==> src/rtl/spi_dac_pkg.sv <==
// Shared constants for the serial DAC frame receiver: frame length, field
// positions inside the 16-bit frame and the receive state encoding.
package spi_dac_pkg;

    localparam int FRAME_BITS_C = 16;

    // Frame field positions, MSB first on the wire
    localparam int AB_BIT   = 15;
    localparam int BUF_BIT  = 14;
    localparam int GA_BIT   = 13;
    localparam int SHDN_BIT = 12;
    localparam int DATA_MSB = 11;
    localparam int DATA_LSB = 2;

    // Receive state encoding
    localparam logic [1:0] ST_IDLE  = 2'd0;
    localparam logic [1:0] ST_SHIFT = 2'd1;
    localparam logic [1:0] ST_DRAIN = 2'd2;
    localparam logic [1:0] ST_ARMED = 2'd3;

endpackage

==> src/rtl/spi_dac_rx_sync_edge.sv <==
// 2-FF synchroniser for one asynchronous line, followed by registered
// rise/fall detectors. All flops reset to the line's idle level so that
// reset release never fabricates an edge on an idle line.
module sync_edge #(
    parameter logic IDLE_LVL = 1'b0
) (
    input  logic clk,
    input  logic rst,
    input  logic din,
    output logic level,
    output logic rise,
    output logic fall
);

    logic s1, s2, s3;

    // Synchroniser chain plus one delay stage for edge detection
    always_ff @(posedge clk or posedge rst) begin
        if (rst) begin
            s1 <= IDLE_LVL;
            s2 <= IDLE_LVL;
            s3 <= IDLE_LVL;
        end else begin
            s1 <= din;
            s2 <= s1;
            s3 <= s2;
        end
    end

    // Registered edge flags, valid 3 cycles after the pin edge
    always_ff @(posedge clk or posedge rst) begin
        if (rst) begin
            rise <= 1'b0;
            fall <= 1'b0;
        end else begin
            rise <= s2 & ~s3;
            fall <= ~s2 & s3;
        end
    end

    // Level aligned with the edge flags
    assign level = s3;

endmodule

==> src/rtl/spi_dac_rx.sv <==
// Receiver for the 16-bit MCP4911-style DAC frame (SDI/SCK/CS/LD).
// Oversamples the serial lines in the system clock domain, deserialises one
// frame per chip-select window and latches sample and control on the load
// strobe. Optional build macro SPI_DAC_RX_CHECK_EN enables checking of the
// control nibble against EXP_CTRL before loading.
module spi_dac_rx
    import spi_dac_pkg::*;
#(
    parameter int         FRAME_BITS = 16,
    parameter logic [3:0] EXP_CTRL   = 4'b0111
) (
    input  logic       sysclk,
    input  logic       rst,
    input  logic       sdi,
    input  logic       sck,
    input  logic       cs_n,
    input  logic       ld_n,
    output logic [9:0] dac_data,
    output logic [3:0] dac_ctrl,
    output logic       dac_valid,
    output logic       frame_err,
    output logic       cfg_err
);

`ifdef SPI_DAC_RX_CHECK_EN
    localparam logic CHECK_EN = 1'b1;
`else
    localparam logic CHECK_EN = 1'b0;
`endif

    localparam logic [4:0] FULL_CNT = 5'(FRAME_BITS);
    localparam logic [4:0] MAX_CNT  = FULL_CNT + 5'd1;

    logic sdi_lvl, sdi_rise, sdi_fall;
    logic sck_lvl, sck_rise, sck_fall;
    logic cs_lvl, cs_rise, cs_fall;
    logic ld_lvl, ld_rise, ld_fall;

    sync_edge #(.IDLE_LVL(1'b0)) u_sync_sdi (
        .clk(sysclk), .rst(rst), .din(sdi),
        .level(sdi_lvl), .rise(sdi_rise), .fall(sdi_fall)
    );
    sync_edge #(.IDLE_LVL(1'b0)) u_sync_sck (
        .clk(sysclk), .rst(rst), .din(sck),
        .level(sck_lvl), .rise(sck_rise), .fall(sck_fall)
    );
    sync_edge #(.IDLE_LVL(1'b1)) u_sync_cs (
        .clk(sysclk), .rst(rst), .din(cs_n),
        .level(cs_lvl), .rise(cs_rise), .fall(cs_fall)
    );
    sync_edge #(.IDLE_LVL(1'b1)) u_sync_ld (
        .clk(sysclk), .rst(rst), .din(ld_n),
        .level(ld_lvl), .rise(ld_rise), .fall(ld_fall)
    );

    logic unused_sync;
    assign unused_sync = ^{sdi_rise, sdi_fall, sck_lvl, sck_fall, cs_lvl, ld_lvl, ld_rise};

    logic [1:0]            state_q, state_d;
    logic [FRAME_BITS-1:0] sr_q, sr_d;
    logic [4:0]            cnt_q, cnt_d;
    logic [2:0]            warm_q;
    logic [9:0]            data_q, data_d;
    logic [3:0]            ctrl_q, ctrl_d;
    logic                  valid_q, valid_d;
    logic                  ferr_q, ferr_d;
    logic                  cerr_q, cerr_d;

    logic warm_done;
    logic ctrl_ok;
    logic load_ok;

    // A CS fall seen while the synchronisers flush after reset comes from the
    // preset level, not the pin: if CS was already low we wait for high-low.
    assign warm_done = (warm_q == 3'd4);
    assign ctrl_ok   = (sr_q[AB_BIT:SHDN_BIT] == EXP_CTRL);
    assign load_ok   = !CHECK_EN || ctrl_ok;

    // Next-state, shift, load and pulse generation
    always_comb begin
        state_d = state_q;
        sr_d    = sr_q;
        cnt_d   = cnt_q;
        data_d  = data_q;
        ctrl_d  = ctrl_q;
        valid_d = 1'b0;
        ferr_d  = 1'b0;
        cerr_d  = 1'b0;
        case (state_q)
            ST_IDLE: begin
                if (cs_fall && warm_done) begin
                    sr_d    = '0;
                    cnt_d   = '0;
                    state_d = ST_SHIFT;
                end
            end
            ST_SHIFT: begin
                if (sck_rise) begin
                    sr_d  = {sr_q[FRAME_BITS-2:0], sdi_lvl};
                    cnt_d = (cnt_q >= MAX_CNT) ? MAX_CNT : cnt_q + 5'd1;
                end
                if (sck_rise && cnt_q >= FULL_CNT) begin
                    ferr_d  = 1'b1;
                    state_d = ST_DRAIN;
                end else if (cs_rise) begin
                    // Uses the post-shift count so a coincident SCK rise counts
                    if (cnt_d == FULL_CNT) begin
                        state_d = ST_ARMED;
                    end else begin
                        ferr_d  = 1'b1;
                        state_d = ST_IDLE;
                    end
                end
            end
            ST_DRAIN: begin
                if (cs_rise) begin
                    state_d = ST_IDLE;
                end
            end
            ST_ARMED: begin
                if (ld_fall) begin
                    if (load_ok) begin
                        data_d  = sr_q[DATA_MSB:DATA_LSB];
                        ctrl_d  = sr_q[AB_BIT:SHDN_BIT];
                        valid_d = 1'b1;
                    end else begin
                        cerr_d = 1'b1;
                    end
                    state_d = ST_IDLE;
                end
                // New frame start overrides; any coincident load used sr_q above
                if (cs_fall) begin
                    sr_d    = '0;
                    cnt_d   = '0;
                    state_d = ST_SHIFT;
                end
            end
            default: state_d = ST_IDLE;
        endcase
    end

    // State and output registers
    always_ff @(posedge sysclk or posedge rst) begin
        if (rst) begin
            state_q <= ST_IDLE;
            sr_q    <= '0;
            cnt_q   <= '0;
            warm_q  <= '0;
            data_q  <= '0;
            ctrl_q  <= '0;
            valid_q <= 1'b0;
            ferr_q  <= 1'b0;
            cerr_q  <= 1'b0;
        end else begin
            state_q <= state_d;
            sr_q    <= sr_d;
            cnt_q   <= cnt_d;
            warm_q  <= warm_done ? warm_q : warm_q + 3'd1;
            data_q  <= data_d;
            ctrl_q  <= ctrl_d;
            valid_q <= valid_d;
            ferr_q  <= ferr_d;
            cerr_q  <= cerr_d;
        end
    end

    assign dac_data  = data_q;
    assign dac_ctrl  = ctrl_q;
    assign dac_valid = valid_q;
    assign frame_err = ferr_q;
    assign cfg_err   = cerr_q;

endmodule

==> config.mk <==
export PLATFORM = sky130hd
export DESIGN_NAME = spi_dac_rx
export DESIGN_NICKNAME = d
export VERILOG_FILES = /design/src/rtl/spi_dac_pkg.sv /design/src/rtl/spi_dac_rx_sync_edge.sv /design/src/rtl/spi_dac_rx.sv
export SDC_FILE = /design/constraint.sdc
export NUM_CORES = 1
export LEC_CHECK = 0
export BUFFER_PORTS_ARGS = -buffer_cell sky130_fd_sc_hd__buf_2
export CAP_MARGIN = 20
export CORE_MARGIN = 2
export CORE_UTILIZATION = 43
export CTS_CLUSTER_SIZE = 40
export DETAILED_ROUTE_END_ITERATION = 16
export GPL_TIMING_DRIVEN = 0
export MAX_ROUTING_LAYER = met4
export PLACE_DENSITY = 0.7
export SLEW_MARGIN = 20
export SYNTH_ARGS = -nofsm -noshare
export SYNTH_HDL_FRONTEND = slang
export SYNTH_SLANG_ARGS = --single-unit
==> constraint.sdc <==
create_clock -name sysclk -period 3 [get_ports sysclk]
set_input_delay 0.45 -clock sysclk [delete_from_list [all_inputs] [get_ports sysclk]]
set_output_delay 0.45 -clock sysclk [all_outputs]
set_load 0.1 [all_outputs]
# Yosys cells after proc, flatten, opt, wreduce, memory -nomap -nowiden
# Cells that the tools add are included.
dict set report op_classes {
  n_addsub 2
  order_cmp 2
  n_eq_ne 11
  muxes 24
  bitwise_logic 8
  reduce_logical 8
}
# op count
set ops {}
lappend ops {{$mux 16} 3}
lappend ops {{$pmux 16 s3} 1}
lappend ops {{$mux 5} 5}
lappend ops {{$pmux 5 s3} 1}
lappend ops {{$mux 2} 7}
lappend ops {{$ge 5x5->1 const B} 2}
lappend ops {{$pmux 2 s4} 1}
lappend ops {{$reduce_and 4->1} 2}
lappend ops {{$mux 1} 6}
lappend ops {{$ne 2x1->1 const B} 3}
lappend ops {{$add 5x1->5 const B} 1}
lappend ops {{$eq 5x5->1 const B} 1}
lappend ops {{$and 1x1->1} 4}
lappend ops {{$eq 2x2->1 const B} 2}
lappend ops {{$not 1->1} 4}
lappend ops {{$add 3x1->3 const B} 1}
lappend ops {{$eq 3x3->1 const B} 1}
lappend ops {{$ne 3x1->1 const B} 1}
lappend ops {{$ne 3x2->1 const B} 1}
lappend ops {{$reduce_and 3->1} 1}
lappend ops {{$reduce_bool 3->1} 1}
lappend ops {{$eq 2x1->1 const B} 1}
lappend ops {{$logic_and 1x1->1} 2}
lappend ops {{$logic_not 2->1} 1}
lappend ops {{2 further kinds} 2}
dict set report totals {
  ff_bits 58
  in_bits 6
  out_inout_bits 17
  wordCells 79
}

# Logic depth before layout (Yosys ltp)
# Gate-level depths: netlist of run 1.
dict set report logic_depth {
  ltp_word 9
  mapped_depth 7
  ltp_nobuf 6
}

# By module
# Synthesis of run 1 repeated with hierarchy kept, for this count alone.
dict set report hier_totals {
  hier_cells 186
  area_unflattened_um2 2492.4
}
# module instances cells_each area_each_um2
set by_module_without_submodules {}
lappend by_module_without_submodules {spi_dac_rx 1 154 1909.3}
lappend by_module_without_submodules {{sync_edge (u_sync_cs ...)} 2 8 147.6}
lappend by_module_without_submodules {{sync_edge (u_sync_sck ...)} 2 8 143.9}

# Worst setup path before layout of run 1
# Ideal clock, no wire load.
dict set report synth_timing {
  kind {flip-flop to flip-flop}
  start {register cnt_q[0]}
  end {register state_q[1]}
  setup_time_ns 0.066
  arrival_ns 1.614
  required_ns 2.934
  path_slack_ns 1.320
  stages_incl_launch_ff 6
  n_path_buf 0
  synth_period_minus_slack_ns 1.680
  cell_sequence {dfrtp_1 > ha_1 > nand4_1 > or3_1 > a2111oi_0 > nand2b_1}
}
dict set report synth_between {
  elab_chain_len 9
  elab_cells_between_ends 14
  classes_between {add/sub: 1; order compare: 2; eq/ne: 2; mux: 7; reduce/logical: 2}
}
# element line
set synth_lines {}
lappend synth_lines {{start: declaration} spi_dac_rx.sv:61} ;# logic [4:0] cnt_q, cnt_d;
lappend synth_lines {{start signal: assignment} spi_dac_rx.sv:157} ;# cnt_q <= cnt_d;
lappend synth_lines {{$add 5x1->5 / $ge 5x5->1 (equally long branches)} spi_dac_rx.sv:100} ;# cnt_d = (cnt_q >= MAX_CNT) ? MAX_CNT : cnt_q + 5'd1;
lappend synth_lines {{$mux 5} spi_dac_rx.sv:100}
lappend synth_lines {{$mux 5} spi_dac_rx.sv:98} ;# if (sck_rise) begin
lappend synth_lines {{$mux 5} spi_dac_rx.sv:89} ;# case (state_q)
lappend synth_lines {{$eq 5x5->1} spi_dac_rx.sv:107} ;# if (cnt_d == FULL_CNT) begin
lappend synth_lines {{$mux 2} spi_dac_rx.sv:107}
lappend synth_lines {{$mux 2} spi_dac_rx.sv:105} ;# end else if (cs_rise) begin
lappend synth_lines {{$mux 2} spi_dac_rx.sv:102} ;# if (sck_rise && cnt_q >= FULL_CNT) begin
lappend synth_lines {{$pmux 2 s4} spi_dac_rx.sv:89}
lappend synth_lines {{end signal: assignment} spi_dac_rx.sv:155} ;# state_q <= state_d;
lappend synth_lines {{end: declaration} spi_dac_rx.sv:59} ;# logic [1:0] state_q, state_d;
# Several ways; a longest one is shown, not always the timed one. The select of a mux whose other input is x is not followed.
# A chain may end at the register's enable or synchronous reset.

# Worst setup path in the final report of run 1
# Same ends and word-level chain as after synthesis.

==> results.py, run 1 <==
metrics = {
    "floorplan": {
        "dieArea_um2": 5930,
        "coreArea_um2": 5140,
        "io_pins": 23,
        "die_w_um": 77.0,
        "start_util_pct": 44.6,
        "row_count": 26,
        "die_h_um": 77.0,
    },
    "detailed_routing": {
        "antenna_left": 0,
        "firstDrtPassIters": 4,
        "drt_iter0_markers": 72,
        "avgRoutedWirePerCell_um": 12.4,
        "vias_per_cell": 4.96,
        "vias": 1400,
        "drt-total-wl_mm": 3.48,
        "drc": 0,
    },
    "cells_and_area": {
        "multi_input_area_um2": 738,
        "layout.nets": 217,
        "syn2layout_area_growth_pct": 17.1,
        "antenna_cells": 0,
        "final-seq-area_um2": 1460,
        "drive_gt1_share_pct": 32.1,
        "fillCellCount": 469,
    },
    "clock_network": {
        "numCtsBuffers": 9,
        "cts_setup_buffers": 0,
        "cts_tree": "built",
        "clk_pin_slew_ns": 0.07,
        "cts_hold_buf": 0,
        "cts_sinks": 58,
        "cts_root_buffer": "clkbuf_8",
        "htreeDepth": 3,
        "cts_buffer_depth": 2,
        "clk_latency_ns": 0.33,
        "cts-resized-gates": 0,
    },
    "grt": {
        "grt_pass1_wl_mm": 6.19,
        "grt_usage_pct": 14.1,
        "grt_start_max_net_pins": 59,
        "grt_pass1_vias": 1331,
        "overflow": 0,
        "antenna_found_initial": 0,
    },
    "synthesis": {
        "synth_area_um2": 2290,
        "syn_inst": 175,
        "ys.flop_type": "dfrtp_1",
        "synth_nets": 185,
        "ys_ff_latch": 58,
        "synth_cell_types": 40,
        "avgSynthCellArea_um2": 13.1,
        "yosysSeqAreaShare_pct": 63.7,
        "ys.warnings.count": 0,
        "async_flop_share_pct": 100,
        "synth-edff-count": 0,
    },
    "worst_setup_path": {
        "startpoint_type": "register",
        "crit_start": "cnt_q[0]",
        "r2r_start": "cnt_q[0]",
        "rr_worst_depth": 5,
        "r2r-end": "state_q[1]",
        "r2r_setup_slack_ns": 1.01,
        "critPathMaxFanout": 8,
        "crit_type": "register to register",
        "end_kind": "register",
        "crit_arrival_ns": 2.25,
        "critPathRequiredTime_ns": 3.26,
    },
    "sta": {
        "finalClockSkew_ns": 0.00964,
        "timing.final.crit_share_pct": 66.3,
        "final-hold-violation-count": 0,
        "fin_setup_tns_ns": 0,
        "fin_ws_ns": 1.01,
        "slew_violations": 0,
        "max-slew-margin-rel_pct": 55.9,
        "period_needed_ns": 1.99,
        "rsz0062_at_grt": "false",
        "setup-violations-final": 0,
        "worst_pin_slew_ns": 0.662,
        "fmaxAchievable_ghz": 0.503,
    },
    "power": {
        "cellLeakagePower_nw": 1.34,
        "ir_worst_vdd_v": 0.000454,
        "switchingPower_mw": 0.364,
        "p_per_area_nw_per_um2": 612,
        "swShare_pct": 22.2,
        "p_int_mw": 1.28,
        "p_comb_share_pct": 7.0,
        "clkPwrFrac_pct": 42.7,
        "seq_power_share_pct": 50.3,
    },
    "place": {
        "port_buffers": 21,
        "dp_slack_ns": 1.07,
        "hpwl_mm": 2.33,
        "gp_congestion": 0.774,
    },
    "flow_run": {
        "max-cap-violations": 0,
    },
    "worst_hold_path": {
        "hp-class": "input port to async pin",
    },
    "run_status": {
        "status": "complete, no violations",
    },
}
## worst max path at each step
stage / end / slack [ns] / cells past startpoint
floorplan: cnt_q[0] / 1.13 / 1
global placement: u_sync_sck.s1 / 0.45 / 2
detailed placement: state_q[1] / 1.07 / 5
CTS: state_q[1] / 1.03 / 5
global route: state_q[1] / 0.87 / 5
finish: state_q[1] / 1.01 / 5
## layout make-up
class / count / area share (%)
plain buffers: 9 / 2.52
clock buffers: 14 / 6.06
clock inverters: 2 / 1.31
inverters: 7 / 1.07
multi-input cells: 101 / 27.5
flip-flops and latches: 58 / 54.4
well taps: 70 / 3.26
repair buffers: 21 / 3.92
## through the flow
step | area, um^2 | utilization (%) | hold WS (ns) | power (mW) | instances
2_1_floorplan | 2290 | - | 0.331 | 0.930 | 175
3_3_place_gp | 2480 | 48.3 | 0.336 | 0.954 | 266
3_5_place_dp | 2490 | 48.4 | 0.338 | 0.957 | 266
4_1_cts | 2680 | 52.2 | 0.213 | 1.66 | 282
5_1_grt | 2680 | 52.2 | 0.203 | 1.73 | 282
6_report | 2680 | 52.2 | 0.222 | 1.64 | 282
## cells by family (layout without fill, tap and decap cells)
| group | Yosys count | count (layout) | share of synthesized area [%] |
|---|---|---|---|
| AO/OA/AOI/OAI | 37 | 37 | 12.3 |
| XOR/XNOR | 2 | 2 | 0.765 |
| adder cells (fa/ha/maj) | 4 | 4 | 2.18 |
| buffers and inverters | 16 | 53 | 4.10 |
| flip-flops | 58 | 58 | 63.7 |
| multiplexers | 15 | 15 | 7.37 |
| other | 1 | 1 | 0.164 |
| AND/OR/NAND/NOR | 42 | 42 | 9.45 |
## flip-flops by register name, indices dropped and copies added, names as in the netlist, 2 cells and up
register / flops
dac_ctrl: 4
cnt_q: 5
sr_q: 16
dac_data: 10
state_q: 2
warm_q: 3
## cells in the mapped netlist (all sizes together), types with 3 or more instances
cell	instances	area, um^2
and2	3	20.0
dfstp	6	158
o21ai	6	30.0
nor2b	6	40.0
dfrtp	52	1300
nand2	10	37.5
a21oi	4	23.8
nor2	11	41.3
inv	7	26.3
a22o	16	140
mux2	15	169
ha	4	50.1
nand2b	3	18.8
buf	8	53.8
## power by group through the flow
| stage | Sequential [mW] | Clock (mW) | Combinational, mW |
|---|---|---|---|
| after global routing | 0.829 | 0.767 | 0.134 |
| after detailed placement | 0.840 | 0 | 0.117 |
| after global placement | 0.840 | 0 | 0.114 |
| after CTS | 0.826 | 0.720 | 0.117 |
| after floorplan | 0.839 | 0 | 0.0907 |
| final | 0.826 | 0.702 | 0.115 |
## cell usage in the layout (no fill, tap or decap), types with 2 or more instances in the layout
cell type / synthesis / layout
nor2b_1: 5 / 5
clkbuf_8: 1 / 12
nand2_1: 10 / 10
inv_1: 7 / 6
mux2_2: 15 / 15
nand2b_1: 3 / 3
a21oi_1: 3 / 3
clkbuf_1: 0 / 3
a31oi_1: 2 / 2
nand4_1: 2 / 2
a22o_1: 16 / 16
and2_1: 2 / 2
ha_1: 4 / 4
buf_2: 4 / 25
nor2_1: 11 / 11
nor3_1: 2 / 2
dfstp_2: 6 / 6
buf_4: 3 / 3
o21ai_0: 6 / 6
dfrtp_1: 52 / 52
## critical path, cell delays in order, from the launching register on
cell       delay (ns)
dfrtp_1          0.47
ha_1             0.29
nand4_1          0.14
or3_1            0.38
a2111oi_0        0.48
nand2b_1         0.17
## per-layer routing
metal,global-route usage [%],part of all wire [%],up-vias
li1,-,-,678
met1,18.0,49,683
met2,20.2,44,33
met3,5.65,5.4,6
met4,5.36,1.7,0
met5,-,0,-
Power figures use the tool's default switching activity.
==> run 2, diff against run 1 <==
- PLACE_DENSITY: 0.7 -> 0.73
- clock period: 3 -> 1.7 ns (I/O delays scaled with it)
==> run 2 against run 1 <==
Compared with the run above:
- clock skew decreased by 0.0044 ns
- combinational power is 150% higher
- final cell count increased by 1.4%
- die area unchanged
- first-iteration DRC count is 47% lower
- design area grew 4.8%
- core utilization is 2.5 points higher
- register-to-register slack got worse by 0.93 ns
- sequential power increased by 76%
- count of clock-buffer cells in the layout fell by 1
- sequential share of layout area decreased by 2.5 points
- via count increased by 1.7%
- largest cell class unchanged
==> results.py, run 2 (synthesized netlist as in run 1, its figures left out) <==
metrics = {
    "run_status": {
        "status": "complete, no violations",
    },
    "sta": {
        "period_needed_ns": 1.62,
        "finalHoldWorstSlack_ns": 0.0286,
        "rsz0062_at_grt": "false",
        "timing.final.crit_share_pct": 95.3,
        "fmaxAchievable_ghz": 0.617,
        "max-slew-margin-rel_pct": 55.3,
        "final-hold-violation-count": 0,
        "finalClockSkew_ns": 0.00527,
        "fin_setup_tns_ns": 0,
        "setup-violations-final": 0,
        "worst_pin_slew_ns": 0.671,
        "slew_violations": 0,
    },
    "place": {
        "hpwl_mm": 2.30,
        "port_buffers": 21,
        "dp_cells": 266,
        "gp_congestion": 0.806,
    },
    "cells_and_area": {
        "antenna_cells": 0,
        "largest_reg_flops": 16,
        "final-seq-area_um2": 1460,
        "drive_gt1_share_pct": 37.5,
        "largest-register": "sr_q",
        "final_cells": 286,
        "layout_common_cells": "51 x dfrtp_1, 24 x buf_2, 16 x a22o_1",
        "multi_input_area_um2": 816,
        "layout.nets": 222,
        "syn2layout_area_growth_pct": 22.8,
        "final_common_cell": "dfrtp_1",
        "fillCellCount": 443,
    },
    "worst_setup_path": {
        "r2r-end": "state_q[0]",
        "critPathRequiredTime_ns": 1.91,
        "end_kind": "register",
        "startpoint_type": "register",
        "crit_type": "register to register",
        "rr_worst_depth": 6,
        "crit_start": "cnt_q[1]",
        "r2r_start": "cnt_q[1]",
        "crit_end": "state_q[0]",
        "r2r_setup_slack_ns": 0.08,
        "crit_arrival_ns": 1.83,
        "critPathMaxFanout": 5,
    },
    "flow_run": {
        "max-cap-violations": 0,
    },
    "floorplan": {
        "io_pins": 23,
        "row_count": 26,
        "dieArea_um2": 5930,
        "coreArea_um2": 5140,
        "die_w_um": 77.0,
        "start_util_pct": 44.6,
        "die_h_um": 77.0,
    },
    "clock_network": {
        "clk_pin_slew_ns": 0.06,
        "numCtsBuffers": 9,
        "htreeDepth": 3,
        "cts_root_buffer": "clkbuf_8",
        "cts_tree": "built",
        "cts_buffer_depth": 2,
        "clk_latency_ns": 0.33,
        "cts_sinks": 58,
    },
    "power": {
        "seq_power_share_pct": 48.0,
        "cellLeakagePower_nw": 1.37,
        "ir_worst_vdd_v": 0.000752,
        "p_per_area_nw_per_um2": 1080,
        "p_comb_share_pct": 9.3,
        "switchingPower_mw": 0.703,
        "p_int_mw": 2.32,
        "clkPwrFrac_pct": 42.6,
        "finalPower_mw": 3.03,
        "swShare_pct": 23.2,
    },
    "grt": {
        "antenna_found_initial": 0,
        "grt_pass1_vias": 1403,
        "grt_usage_pct": 14.7,
        "overflow": 0,
        "grt_pass1_wl_mm": 6.43,
        "grt_start_max_net_pins": 59,
    },
    "worst_hold_path": {
        "hp-class": "input port to async pin",
    },
    "detailed_routing": {
        "antenna_left": 0,
        "vias_per_cell": 4.98,
        "drc": 0,
        "drt-total-wl_mm": 3.79,
        "drt_iter0_markers": 38,
        "vias": 1424,
        "avgRoutedWirePerCell_um": 13.2,
        "firstDrtPassIters": 4,
    },
}
[run 2: worst min-delay path by stage]
stage | start | to | slack [ns]
3_3_place_gp | u_sync_sck.s1 | u_sync_sck.s2 | 0.33
5_1_grt | sck | u_sync_sck.s1 | 0.004
4_1_cts | cs_n | u_sync_cs.s1 | 0.005
3_5_place_dp | u_sync_sck.s1 | u_sync_sck.s2 | 0.34
2_1_floorplan | cs_n | u_sync_cs.s1 | 0.26
6_report | rst | u_sync_sck.s2 | 0.03
[run 2: power by group through the flow]
stage               Sequential (mW)  Combinational [mW]  Clock (mW)
floorplan                      1.48               0.160           0
global placement               1.48               0.201           0
detailed placement             1.48               0.205           0
CTS                            1.45               0.247        1.32
global route                   1.46               0.313        1.40
finish                         1.45               0.282        1.29
[run 2: repair_timing]
item,4_1_cts,5_1_grt
gates resized for setup,8,8
pin swaps,0,4
endpoints found under the setup margin,3,12
endpoints found under the hold margin,0,2
buffers inserted,2,2
cloned,0,0
hold buffers,0,2
[run 2: worst max-delay path, stage by stage, from the launching register on]
cell and delay (ns):
dfrtp_1 0.41, buf_4 0.17, inv_1 0.10, ha_4 0.21
a21oi_4 0.18, a211oi_2 0.06, a221o_1 0.36
[run 2: area by class of cell]
type / instances / area share [%]
tap: 70 / 3.11
clock buffer: 13 / 6.00
clock inverter: 2 / 1.24
sequential: 58 / 51.9
timing repair buffer: 27 / 5.51
multi-input combinational: 101 / 29.0
inverter: 7 / 1.02
buffer: 8 / 2.22
[run 2: stage by stage]
step / setup slack, ns / cell area (um^2) / utilization, %
2_1_floorplan: 0.0201 / 2290 / -
3_3_place_gp: -0.652 / 2480 / 48.3
3_5_place_dp: -0.263 / 2490 / 48.4
4_1_cts: -0.00543 / 2740 / 53.3
5_1_grt: 0.00231 / 2810 / 54.7
6_report: 0.0804 / 2810 / 54.7
[run 2: metal layers]
layer / vias up / wire (um) / track usage, %
met4: 0 / 64 / 6.43
met3: 8 / 179 / 6.35
li1: 688 / - / -
met1: 702 / 1770 / 17.4
met5: - / 0 / -
met2: 26 / 1770 / 22.0
==> run 3, diff against run 2 <==
- CORE_UTILIZATION: 43 -> 52
- PLACE_DENSITY: 0.73 -> 0.83
==> run 3 against run 2 <==
Compared with the run above:
- die area shrank 16%
- critical endpoint unchanged
- first-iteration DRC count increased to 3.7 times the previous value
- global-route usage increased by 2.0 points
==> results.py, run 3 (synthesized netlist as in run 1, its figures left out) <==
metrics = {
    "cells_and_area": {
        "drive_gt1_share_pct": 38.4,
        "antenna_cells": 0,
        "final_cells": 271,
        "final_area_um2": 2820,
        "syn2layout_area_growth_pct": 22.9,
        "layout.nets": 224,
        "layout_common_cells": "51 x dfrtp_1, 25 x buf_2, 16 x a22o_1",
        "final_common_cell": "dfrtp_1",
        "largest_reg_flops": 16,
        "largest-register": "sr_q",
        "final_util_pct": 65.6,
    },
    "floorplan": {
        "start_util_pct": 53.4,
        "die_w_um": 70.4,
        "coreArea_um2": 4290,
        "row_count": 24,
        "io_pins": 23,
        "dieArea_um2": 4950,
        "die_h_um": 70.4,
    },
    "worst_setup_path": {
        "rr_worst_depth": 5,
        "r2r_setup_slack_ns": 0.04,
        "crit_start": "cnt_q[0]",
        "cp_top_family": "compound AO/OA/AOI/OAI gates",
        "crit_chain": "buf_4, ha_1, a21oi_4, a211oi_2, a221o_1",
        "crit_arrival_ns": 1.88,
        "cp_num_buf_inv": 1,
        "cp_num_cells": 5,
        "r2r-end": "state_q[0]",
        "critPathRequiredTime_ns": 1.93,
        "startpoint_type": "register",
        "r2r_start": "cnt_q[0]",
        "slowest_delay_ns": 0.43,
        "crit_type": "register to register",
        "end_kind": "register",
        "cp_slowest_cell": "dfrtp_2",
        "crit_end": "state_q[0]",
        "critPathMaxFanout": 3,
    },
    "sta": {
        "finalHoldWorstSlack_ns": 0.0116,
        "finalClockSkew_ns": 0.0108,
        "max-slew-margin-rel_pct": 55.3,
        "final-hold-violation-count": 0,
        "worst_pin_slew_ns": 0.670,
        "slew_violations": 0,
        "rsz0062_at_grt": "true",
        "setup-violations-final": 0,
        "fmaxAchievable_ghz": 0.603,
        "fin_ws_ns": 0.0415,
        "timing.final.crit_share_pct": 97.6,
        "period_needed_ns": 1.66,
    },
    "clock_network": {
        "clk_pin_slew_ns": 0.07,
        "cts_root_buffer": "clkbuf_8",
        "clk_latency_ns": 0.34,
        "htreeDepth": 3,
        "cts_sinks": 58,
        "cts_buffer_depth": 2,
        "cts_tree": "built",
        "numCtsBuffers": 9,
    },
    "detailed_routing": {
        "drt-met1-wl_mm": 1.81,
        "firstDrtPassIters": 4,
        "top_layer": "met4",
        "vias": 1477,
        "drt-total-wl_mm": 3.92,
        "drt_iter0_markers": 139,
        "avgRoutedWirePerCell_um": 14.5,
        "dr_wl_met3_um": 181,
        "antenna_left": 0,
        "met2_wirelength_mm": 1.82,
        "drc": 0,
        "vias_per_cell": 5.45,
    },
    "grt": {
        "grt_start_max_net_pins": 59,
        "grt_pass1_wl_mm": 5.96,
        "antenna_found_initial": 0,
        "grt_usage_pct": 16.8,
        "grt_pass1_vias": 1282,
        "overflow": 0,
    },
    "power": {
        "clkPwrFrac_pct": 44.5,
        "switchingPower_mw": 0.784,
        "p_per_area_nw_per_um2": 1120,
        "ir_worst_vdd_v": 0.000778,
        "swShare_pct": 24.9,
        "p_comb_share_pct": 9.4,
        "seq_power_share_pct": 46.1,
        "cellLeakagePower_nw": 1.38,
        "p_int_mw": 2.36,
    },
    "place": {
        "port_buffers": 21,
        "hpwl_mm": 2.28,
        "dp_cells": 248,
        "gp_congestion": 0.876,
        "placed_area_um2": 2460,
        "dp_slack_ns": -0.172,
    },
    "worst_hold_path": {
        "hp-class": "input port to async pin",
    },
    "flow_run": {
        "max-cap-violations": 0,
    },
    "run_status": {
        "status": "complete, no violations",
    },
}
[run 3: worst min-delay path by stage]
stage / start / end
after floorplan: cs_n / u_sync_cs.s1
after global placement: u_sync_sdi.s2 / u_sync_sdi.level
after detailed placement: u_sync_sdi.s2 / u_sync_sdi.level
after CTS: cs_n / u_sync_cs.s1
after global routing: sck / u_sync_sck.s1
final: rst / cnt_q[3]
[run 3: what timing repair did]
action | CTS | global route
hold endpoints to repair | 1 | 2
endpoints found under the setup margin | 3 | 15
gates resized for setup | 3 | 12
hold buffers | 1 | 2
pin swaps | 0 | 1
setup buffers | 3 | 1
[run 3: area by class of cell]
cell class | instances | area, um^2
plain buffers | 9 | 67.6
clock buffers | 9 | 124
clock inverters | 7 | 93.8
fillers | 311 | 1480
inverters | 7 | 28.8
multi-input cells | 101 | 811
flip-flops and latches | 58 | 1460
well taps | 52 | 65.1
repair buffers | 28 | 165
[run 3: per-layer routing]
layer / global-route usage (%) / vias to the layer above
met2: 22.7 / 31
met3: 7.36 / 9
met4: 8.33 / 0
li1: - / 694
met5: - / -
met1: 21.3 / 743
[run 3: power by group through the flow]
| stage | Clock (mW) | Combinational (mW) | Sequential [mW] |
|---|---|---|---|
| floorplan | 0 | 0.160 | 1.48 |
| global placement | 0 | 0.199 | 1.48 |
| detailed placement | 0 | 0.205 | 1.48 |
| CTS | 1.41 | 0.239 | 1.45 |
| global route | 1.48 | 0.323 | 1.46 |
| finish | 1.40 | 0.295 | 1.45 |
[run 3: per-stage QoR]
| step | total power, mW | setup TNS (ns) |
|---|---|---|
| after floorplan | 1.64 | 0 |
| after global placement | 1.68 | -33.16 |
| after detailed placement | 1.69 | -0.446 |
| after CTS | 3.10 | 0 |
| after global routing | 3.26 | -0.0330 |
| final | 3.15 | 0 |
